<file path="src/rtl/lsu_pkg.sv">
// Shared types and funct3 encodings for the load/store pipeline stage.
package lsu_pkg;

  typedef enum logic [1:0] {
    IDLE = 2'd0,
    REQ  = 2'd1,
    RSP  = 2'd2
  } lsu_state_e;

  localparam logic [2:0] F3_B  = 3'b000;
  localparam logic [2:0] F3_H  = 3'b001;
  localparam logic [2:0] F3_W  = 3'b010;
  localparam logic [2:0] F3_D  = 3'b011;
  localparam logic [2:0] F3_BU = 3'b100;
  localparam logic [2:0] F3_HU = 3'b101;
  localparam logic [2:0] F3_WU = 3'b110;

endpackage

</file>
<file path="src/rtl/lsu_align.sv">
// Byte-lane alignment: store mask/data placement and load extract/extend.
module lsu_align
  import lsu_pkg::*;
#(
  parameter int XLEN = 64
) (
  input  logic [2:0]        funct3,
  input  logic [2:0]        off,
  input  logic [XLEN-1:0]   st_data,
  input  logic [XLEN-1:0]   rdata,
  output logic [XLEN/8-1:0] wmask,
  output logic [XLEN-1:0]   wdata,
  output logic [XLEN-1:0]   ld_data
);

  localparam int NB = XLEN / 8;

  logic [XLEN-1:0] sh;
  logic signed [7:0]  b_s;
  logic signed [15:0] h_s;
  logic signed [31:0] w_s;

  always_comb begin
    wdata = st_data << {off, 3'b000};
    sh    = rdata >> {off, 3'b000};
    b_s   = sh[7:0];
    h_s   = sh[15:0];
    w_s   = sh[31:0];

    case (funct3[1:0])
      2'b00:   wmask = NB'(1)  << off;
      2'b01:   wmask = NB'(3)  << off;
      2'b10:   wmask = NB'(15) << off;
      default: wmask = '1;
    endcase

    // Signed locals make the width casts sign-extend; unsigned slices zero-extend.
    case (funct3)
      F3_B:    ld_data = XLEN'(b_s);
      F3_H:    ld_data = XLEN'(h_s);
      F3_W:    ld_data = XLEN'(w_s);
      F3_BU:   ld_data = XLEN'(sh[7:0]);
      F3_HU:   ld_data = XLEN'(sh[15:0]);
      F3_WU:   ld_data = XLEN'(sh[31:0]);
      default: ld_data = sh;
    endcase
  end

endmodule

</file>
<file path="src/rtl/lsu_stage.sv">
// Memory-access pipeline stage: request FSM, upstream stall and writeback register.
module lsu_stage
  import lsu_pkg::*;
#(
  parameter int XLEN = 64
) (
  input  logic              clk,
  input  logic              rstn,
  input  logic              exu_valid,
  input  logic              exu_load_en,
  input  logic              exu_store_en,
  input  logic [2:0]        exu_funct3,
  input  logic [XLEN-1:0]   exu_alu_result,
  input  logic [XLEN-1:0]   exu_data_rs2,
  input  logic [XLEN-1:0]   exu_snxt_pc,
  input  logic              exu_wb_en,
  input  logic              exu_wb_alu_en,
  input  logic              exu_wb_spc_en,
  input  logic              exu_ebreak_en,
  input  logic [4:0]        exu_index_rd,
  input  logic [XLEN-1:0]   exu_pc,
  input  logic [31:0]       exu_instr,
  output logic              mem_req_valid,
  input  logic              mem_req_ready,
  output logic              mem_req_wen,
  output logic [XLEN-1:0]   mem_req_addr,
  output logic [XLEN-1:0]   mem_req_wdata,
  output logic [XLEN/8-1:0] mem_req_wmask,
  input  logic              mem_rsp_valid,
  input  logic [XLEN-1:0]   mem_rsp_rdata,
  output logic              lsu_stall,
  output logic              lsu_valid,
  output logic              lsu_wb_en,
  output logic [XLEN-1:0]   lsu_wb_data,
  output logic [4:0]        lsu_index_rd,
  output logic [XLEN-1:0]   lsu_pc,
  output logic [31:0]       lsu_instr,
  output logic              lsu_ebreak_en
);

  lsu_state_e state, state_nxt;
  logic memop, rsp_done;
  logic [XLEN/8-1:0] wmask_a;
  logic [XLEN-1:0]   ld_data, wb_data_c;

  logic            vld_p1, wb_en_p1, ebreak_p1;
  logic [XLEN-1:0] wb_data_p1, pc_p1;
  logic [4:0]      rd_p1;
  logic [31:0]     instr_p1;

  assign memop    = exu_valid & (exu_load_en | exu_store_en);
  assign rsp_done = (state == RSP) & mem_rsp_valid;
  // Held low during reset so a still-valid upstream memop cannot leak a request or stall.
  assign lsu_stall = rstn & memop & ~rsp_done;

  lsu_align #(.XLEN(XLEN)) u_align (
    .funct3  (exu_funct3),
    .off     (exu_alu_result[2:0]),
    .st_data (exu_data_rs2),
    .rdata   (mem_rsp_rdata),
    .wmask   (wmask_a),
    .wdata   (mem_req_wdata),
    .ld_data (ld_data)
  );

  assign mem_req_wen   = exu_store_en;
  assign mem_req_addr  = {exu_alu_result[XLEN-1:3], 3'b000};
  assign mem_req_wmask = exu_store_en ? wmask_a : '0;

  always_ff @(posedge clk) begin
    if (!rstn) state <= IDLE;
    else       state <= state_nxt;
  end

  always_comb begin
    state_nxt     = state;
    mem_req_valid = 1'b0;
    case (state)
      IDLE: begin
        mem_req_valid = memop;
        if (memop) state_nxt = mem_req_ready ? RSP : REQ;
      end
      REQ: begin
        mem_req_valid = 1'b1;
        if (mem_req_ready) state_nxt = RSP;
      end
      RSP: begin
        if (mem_rsp_valid) state_nxt = IDLE;
      end
      default: state_nxt = IDLE;
    endcase
    if (!rstn) mem_req_valid = 1'b0;
  end

  always_comb begin
    wb_data_c = '0;
    if (exu_load_en)        wb_data_c = ld_data;
    else if (exu_wb_spc_en) wb_data_c = exu_snxt_pc;
    else if (exu_wb_alu_en) wb_data_c = exu_alu_result;
  end

  // ---- p1: writeback register, bubble while stalled ----
  always_ff @(posedge clk) begin
    if (!rstn || lsu_stall) begin
      vld_p1     <= 1'b0;
      wb_en_p1   <= 1'b0;
      wb_data_p1 <= '0;
      rd_p1      <= '0;
      pc_p1      <= '0;
      instr_p1   <= '0;
      ebreak_p1  <= 1'b0;
    end else begin
      vld_p1     <= exu_valid;
      wb_en_p1   <= exu_valid & exu_wb_en & ~exu_store_en;
      wb_data_p1 <= wb_data_c;
      rd_p1      <= exu_index_rd;
      pc_p1      <= exu_pc;
      instr_p1   <= exu_instr;
      ebreak_p1  <= exu_ebreak_en;
    end
  end

  assign lsu_valid     = vld_p1;
  assign lsu_wb_en     = wb_en_p1;
  assign lsu_wb_data   = wb_data_p1;
  assign lsu_index_rd  = rd_p1;
  assign lsu_pc        = pc_p1;
  assign lsu_instr     = instr_p1;
  assign lsu_ebreak_en = ebreak_p1;

endmodule
</file>
<file path="config.mk">
export PLATFORM = sky130hd
export DESIGN_NAME = lsu_stage
export DESIGN_NICKNAME = d
export VERILOG_FILES = /design/src/rtl/lsu_pkg.sv /design/src/rtl/lsu_align.sv /design/src/rtl/lsu_stage.sv
export SDC_FILE = /design/constraint.sdc
export NUM_CORES = 1
export LEC_CHECK = 0
export BUFFER_PORTS_ARGS = -buffer_cell sky130_fd_sc_hd__buf_2
export CORE_AREA = 2 2 267 269
export DETAILED_ROUTE_END_ITERATION = 7
export DIE_AREA = 0 0 269 271
export PLACE_DENSITY = 0.49
export SYNTH_ARGS = -nofsm -noshare
export SYNTH_HDL_FRONTEND = slang
export SYNTH_HIERARCHICAL = 1
export SYNTH_SLANG_ARGS = --single-unit
</file>
<file path="constraint.sdc">
create_clock -name clk -period 1.6 [get_ports clk]
set_clock_uncertainty 0.05 [all_clocks]
set_input_delay 0.24 -clock clk [delete_from_list [all_inputs] [get_ports clk]]
set_output_delay 0.24 -clock clk [all_outputs]
set_load 0.02 [all_outputs]
</file>
Yosys cells after proc, flatten, opt, wreduce, memory -nomap -nowiden
Index checks and enable logic that the tools add are counted.
W data, S select, Z words.

word-level totals
  bits in registers = 170
  input bits = 371
  word-level logic and storage cells = 53

operators by class
  equal/unequal tests = 12
  shift operators = 5
  multiplexer cells = 13
  bitwise gates (word level) = 9
  reductions and logical operators = 6

operators by type and width
  kind                   count
  $pmux W64 S6           1
  $mux W64               3
  $shl A64 B6 Y64        1
  $shr A64 B6 Y64        1
  $pmux W8 S3            1
  $eq A3 B3 Y1 const B   3
  $mux W2                4
  $mux W8                1
  $shl A1 B3 Y8 const A  1
  $shl A2 B3 Y8 const A  1
  $shl A4 B3 Y8 const A  1
  $and A1 B1 Y1          6
  $ne A2 B2 Y1 const B   3
  $pmux W2 S3            1
  $eq A2 B1 Y1 const B   2
  $eq A2 B2 Y1 const B   2
  $logic_not A2 Y1       2
  $eq A3 B1 Y1 const B   1
  $eq A3 B2 Y1 const B   1
  $logic_not A3 Y1       1
  $reduce_and A3 Y1      1
  $not A1 Y1             2
  $pmux W1 S2            1
  $logic_not A1 Y1       1
  3 further kinds        3

Depth between registers and ports, before layout
Gate-level depths: netlist of the first run.

  depth after elaboration = 5
  depth in mapped cells = 10
  gate-level depth less buffers = 7

Cells and area by module
The synthesis of the first run kept the hierarchy.

modules (own cells, without submodules)
  module     times used  cells each  area an instance (um^2)
  lsu_stage  1           601         6222.2
  lsu_align  1           542         4299.1

Worst setup path before layout of the first run
No wires, ideal clock.

  path kind = input port to output port
  start = input port exu_alu_result[0]
  end = output port mem_req_wdata[56]
  arrival = 1585 ps
  required time = 1310 ps
  slack = -275 ps
  stages = 7
  path buffers = 5
  path through = buf_6 -> buf_6 -> buf_6 -> buf_6 -> buf_4 -> o21ai_0 -> o21ai_0

on the way
  cells in the longest elaborated chain, start to end = 1

RTL lines
  what             RTL line         RTL
  start, declared  lsu_stage.sv:13  input logic [XLEN-1:0] exu_alu_result,
  $shl A64 B6 Y64  lsu_align.sv:24  wdata = st_data << {off, 3'b000};
  end, declared    lsu_stage.sv:27  output logic [XLEN-1:0] mem_req_wdata,

Every way passes these cells.

Worst setup path after layout of the first run
  start = input port exu_alu_result[1]
  end = output port mem_req_wdata[55]

Same word-level chain as after synthesis.

==> results.cfg, run 1 <==
[sta]
fin_crit_ps = 1830
rsz0062_at_grt = yes
worst_pin_slew_ps = 583
setup_viol = 101
final_max_slew_viol_count = 0
hold_viol_final = 0
fmax_mhz = 546
hold_ws_ps = 34.7
worst_slack_ps = -230
setup_tns_ps = -9500
fin_crit_sh_pct = 114
slew_headroom_pct = 61.2

[yosys]
syn_inst = 1143
ys_types = 49
yosys_warnings = 6
synth_area_um2 = 10500
synth_seq_cells = 170
yosysSeqAreaShare_pct = 32.3
async_flop_share_pct = 0
ys.flop_type = dfxtp_1
syn_avg_cell_area_um2 = 9.21
synth-edff-count = 0

[drt]
drc = 0
drt-initial-drc-count = 572
routed_wl_mm = 73.6
first_pass_iters = 4
antenna_left = 0
routedWlPerCell_um = 24.6
vias = 12800
viasPerCell = 4.28

[outcome]
violations = setup timing
outcome = complete, but fails checks

[floorplan]
dieHeight_um = 271
ios = 678
coreArea_um2 = 69800
num_rows = 97
die_w_um = 269
initial_core_util_pct = 15.1
dieArea_um2 = 72900

[placed_design]
dp_hpwl_mm = 58.0
dpl-instance-area_um2 = 16000
port_buffers = 674
gp_congestion = 0.863

[final_layout]
nets = 2404
syn_to_final_growth_pct = 91.4
final_cell_mix = 601 x buf_2, 179 x buf_4, 168 x dfxtp_1
drive_gt1_share_pct = 61.7
final_core_util_pct = 28.9
layout_commonest_cell = buf_2
final_cell_area_um2 = 20100

[clock_network]
cts.clk_slew.worst_paths_ps = 70
tritoncts = done
cts_buffer_depth = 2
cts-buffers-inserted = 17
worstSkewPairLatency_ps = 450
htree_num_levels = 4
clock-sinks = 170
cts_root_buffer = clkbuf_16

[grt]
overflow = 0
grt_start_max_net_pins = 103
met1_usage_pct = 17.9
grt_most_used_layer = met2
use_met3_pct = 7.16
grt_pass1_wl_mm = 98.3
grt_use_met2_pct = 35.9
grt_pass1_vias = 13400
antenna_found_initial = 58
grt_usage_pct = 19.2

[power_and_ir_drop]
power-per-cell-area_nw_per_um2 = 721
p_total_mw = 14.5
vdd_ir_drop_max_mv = 0.742
power_leakage_nw = 9.39

[worst_setup_path]
cp-end-kind = primary output
critPathMaxFanout = 8
rrSetupSlack_ps = 10
worstSetupStartpointType = primary input
path_class = in2out
critPathArrivalTime_ps = 1540
cp.required_ps = 1310

[min_path]
hold_path_class = in2reg

[flow_run]
cap_violations = 0
per-layer routing:
metal	wire (um)	share of wire [%]
met5	470	0.64
met4	4350	5.9
met3	6320	8.6
met2	37800	51
met1	24700	34
critical path: stages:
cell     delay [ps]
buf_16          130
buf_12          160
buf_16          160
mux2i_4         190
nor2_1          120
a21oi_2          60
buf_4           140
a21oi_2         180
buf_6           140
final cells by class:
type	count	area [um^2]
clock inverters	15	196
repair buffers	1039	7770
clock buffers	17	425
flip-flops and latches	170	3410
well taps	940	1180
inverters	7	31.3
fillers	7373	49600
multi-input cells	792	7090
diodes	15	37.5
registers in the layout (all words and copies together), names as in the netlist:
register	cells
lsu_pc	64
state	2
lsu_instr	32
lsu_wb_en	1
lsu_ebreak_en	1
lsu_wb_data	64
lsu_valid	1
lsu_index_rd	5
final timing paths:
check / from / depth (start not counted) / end
max reg2reg: state[0] / 5 / lsu_pc[51]
max: exu_alu_result[1] / 9 / mem_req_wdata[55]
min reg2reg: state[1] / 1 / state[1]
min: exu_instr[3] / 2 / lsu_instr[3]
per-stage QoR:
step | worst slack [ps] | std cells
6_report | -230 | 2995
5_1_grt | -246 | 2990
4_1_cts | -217 | 2958
3_5_place_dp | -873 | 2775
3_3_place_gp | -831 | 2775
2_1_floorplan | -73.5 | 1145
cells by family after synthesis:
group | Yosys count | share of synthesized area (%)
and+or+nand+nor | 443 | 22.2
AOI/OAI and AO/OA | 200 | 13.7
buffers and inverters | 183 | 11.5
DFF | 170 | 32.3
muxes | 140 | 19.5
adders and majority gates | 6 | 0.714
other | 1 | 0.0356
power breakdown:
group          total [mW]  leakage [nW]  switching (mW)  internal (mW)
Clock                4.48         0.298            2.08           2.39
Sequential           4.55          1.40          0.0755           4.48
Combinational        5.48          7.68            2.90           2.59
Total                14.5          9.39            5.06           9.45
cells in the mapped netlist, drive strengths merged (4+ instances only):
| master | number | share of area [%] |
|---|---|---|
| o2111ai | 8 | 0.67 |
| buf | 137 | 9.8 |
| clkbuf | 39 | 1.4 |
| mux4 | 51 | 11 |
| nor2b | 69 | 4.1 |
| nand3 | 4 | 0.19 |
| o211ai | 15 | 1.3 |
| a21oi | 37 | 1.8 |
| and2 | 121 | 7.2 |
| a221oi | 64 | 5.3 |
| nand2b | 5 | 0.30 |
| mux2 | 10 | 1.1 |
| nor3 | 63 | 3.0 |
| o2bb2ai | 8 | 0.67 |
| mux2i | 79 | 7.5 |
| dfxtp | 170 | 32 |
| o21ai | 38 | 1.8 |
| ha | 6 | 0.71 |
| o22ai | 12 | 0.71 |
| nand4 | 24 | 1.4 |
| or2 | 5 | 0.30 |
| nor2 | 66 | 2.4 |
| nand2 | 80 | 2.9 |
| inv | 7 | 0.25 |
| a2bb2oi | 5 | 0.42 |
timing repair:
item                       CTS  global route
setup buffers               34            24
pin swaps                   42            36
gates cloned                13             3
hold buffers               104             0
hold endpoints to repair   105             0
setup endpoints to repair   90           131
gates resized for setup    262           152
Power figures use the tool's default switching activity.
==> run 2, diff against run 1 <==
Settings changed: CORE_AREA 2 2 267 269 to 2 2 262 264, DIE_AREA 0 0 269 271 to 0 0 264 266.
Clock period 1.6 ns to 2 ns, I/O delays scaled along.
==> results.cfg, run 2 (synthesis results as in run 1) <==
[outcome]
outcome = finished clean

[worst_setup_path]
rrSetupSlack_ps = 460
critPathMaxStageDelay_ps = 330
critPathMaxFanout = 11
worstSetupStartpointType = primary input
cp-startpoint = exu_alu_result[1]
crit_path_cell_trace = buf_6, buf_12, buf_12, mux2_2, o21ai_0, o21ai_0, buf_4
r2r_start = state[0]
cp.required_ps = 1650
path_buf_inv = 4
critical_path_depth = 7
path_class = in2out
crit_family = buffers and inverters
cp-end-kind = primary output
critPathArrivalTime_ps = 1630
r2r-end = lsu_instr[3]
crit_end = mem_req_wdata[57]
cp_slowest_cell = mux2_2
r2r_cells = 4

[flow_run]
cap_violations = 0

[floorplan]
dieHeight_um = 266
dieArea_um2 = 70200
coreArea_um2 = 67700
num_rows = 96
ios = 678
die_w_um = 264
initial_core_util_pct = 15.5

[placed_design]
port_buffers = 674
gp_congestion = 0.840
dp_hpwl_mm = 55.3

[power_and_ir_drop]
power_frac_clock_pct = 33.7
power.switching_mw = 3.65
p_total_mw = 10.9
power_frac_comb_pct = 33.0
seqPwrFrac_pct = 33.3
power-per-cell-area_nw_per_um2 = 630
p_int_mw = 7.28
switching_share_pct = 33.4
power_leakage_nw = 8.42
vdd_ir_drop_max_mv = 0.572

[drt]
viasPerCell = 4.31
first_pass_iters = 4
drt-initial-drc-count = 527
vias = 12200
antenna_left = 0
drc = 0
routed_wl_mm = 66.4
routedWlPerCell_um = 23.4

[final_layout]
drive_gt1_share_pct = 50.3
layout_commonest_cell = buf_2
final_cell_mix = 664 x buf_2, 170 x dfxtp_1, 153 x buf_4
syn_to_final_growth_pct = 64.9
nets = 2310
final_core_util_pct = 25.6

[clock_network]
cts_root_buffer = clkbuf_16
worstSkewPairLatency_ps = 450
tritoncts = done
cts_buffer_depth = 2
htree_num_levels = 4
clock-sinks = 170
cts-buffers-inserted = 17
cts.clk_slew.worst_paths_ps = 70

[grt]
grt_pass1_wl_mm = 90.7
grt_usage_pct = 18.0
antenna_found_initial = 46
grt_pass1_vias = 12400
grt_start_max_net_pins = 104
overflow = 0

[sta]
fmax_mhz = 505
worst_pin_slew_ps = 1040
hold_viol_final = 0
final_max_slew_viol_count = 0
setup_viol = 0
fin_crit_sh_pct = 99.0
rsz0062_at_grt = yes
fin_crit_ps = 1980
slew_headroom_pct = 30.7

[min_path]
hold_path_class = in2reg
-- run 2: worst min path at each step --
stage / startpoint / end / depth (start not counted)
floorplan: mem_req_ready / state[0] / 1
global placement: mem_req_ready / state[0] / 2
detailed placement: mem_req_ready / state[0] / 2
CTS: exu_pc[6] / lsu_pc[6] / 2
global route: exu_pc[6] / lsu_pc[6] / 2
finish: exu_pc[6] / lsu_pc[6] / 2
-- run 2: routing by layer --
metal | GRT usage [%] | wire (um) | up-vias
met5 | 0 | 333 | -
met4 | 5.85 | 1830 | 52
met3 | 6.51 | 5650 | 113
met2 | 33.4 | 34300 | 612
met1 | 18.9 | 24300 | 5804
li1 | - | - | 5661
-- run 2: repair_timing --
action                                  4_1_cts  5_1_grt
buffers inserted                              3       11
pin swaps                                     2        4
resized for setup                            25       21
endpoints found under the hold margin        91        0
cloned                                        1        2
endpoints found under the setup margin       21       35
hold buffers                                 90        0
-- run 2: power groups by stage --
stage	logic (mW)	registers [mW]	clock network [mW]
floorplan	1.53	3.96	0
global placement	3.40	3.72	0
detailed placement	3.42	3.72	0
CTS	3.61	3.64	3.83
global route	3.86	3.65	3.92
finish	3.61	3.64	3.69
-- run 2: per-stage QoR --
step	hold WS (ps)	std cells	worst slack (ps)	TNS, ps	cell area, um^2
floorplan	322	1145	5.18	0	10500
global placement	428	2690	-283	-10210	15400
detailed placement	430	2690	-324	-11550	15400
CTS	3.74	2814	-27.2	-95.4	17100
global route	37.2	2834	-15.9	-15.9	17300
finish	27.0	2841	20.7	0	17400
-- run 2: worst register-to-register path, cell delays in order, from the launching register on --
cell and delay (ps):
dfxtp_1 310, and3b_1 290, o21a_2 170, buf_12 270, and2_1 350
-- run 2: final cells by class --
cell class                      count  area (um^2)
Inverter                            7         32.5
Fill cell                        7363        50400
Multi-Input combinational cell    792         6030
Sequential cell                   170         3400
Clock buffer                       17          425
Clock inverter                     14          213
Timing Repair Buffer              945         6110
Antenna cell                       14         35.0
Tap cell                          882         1100
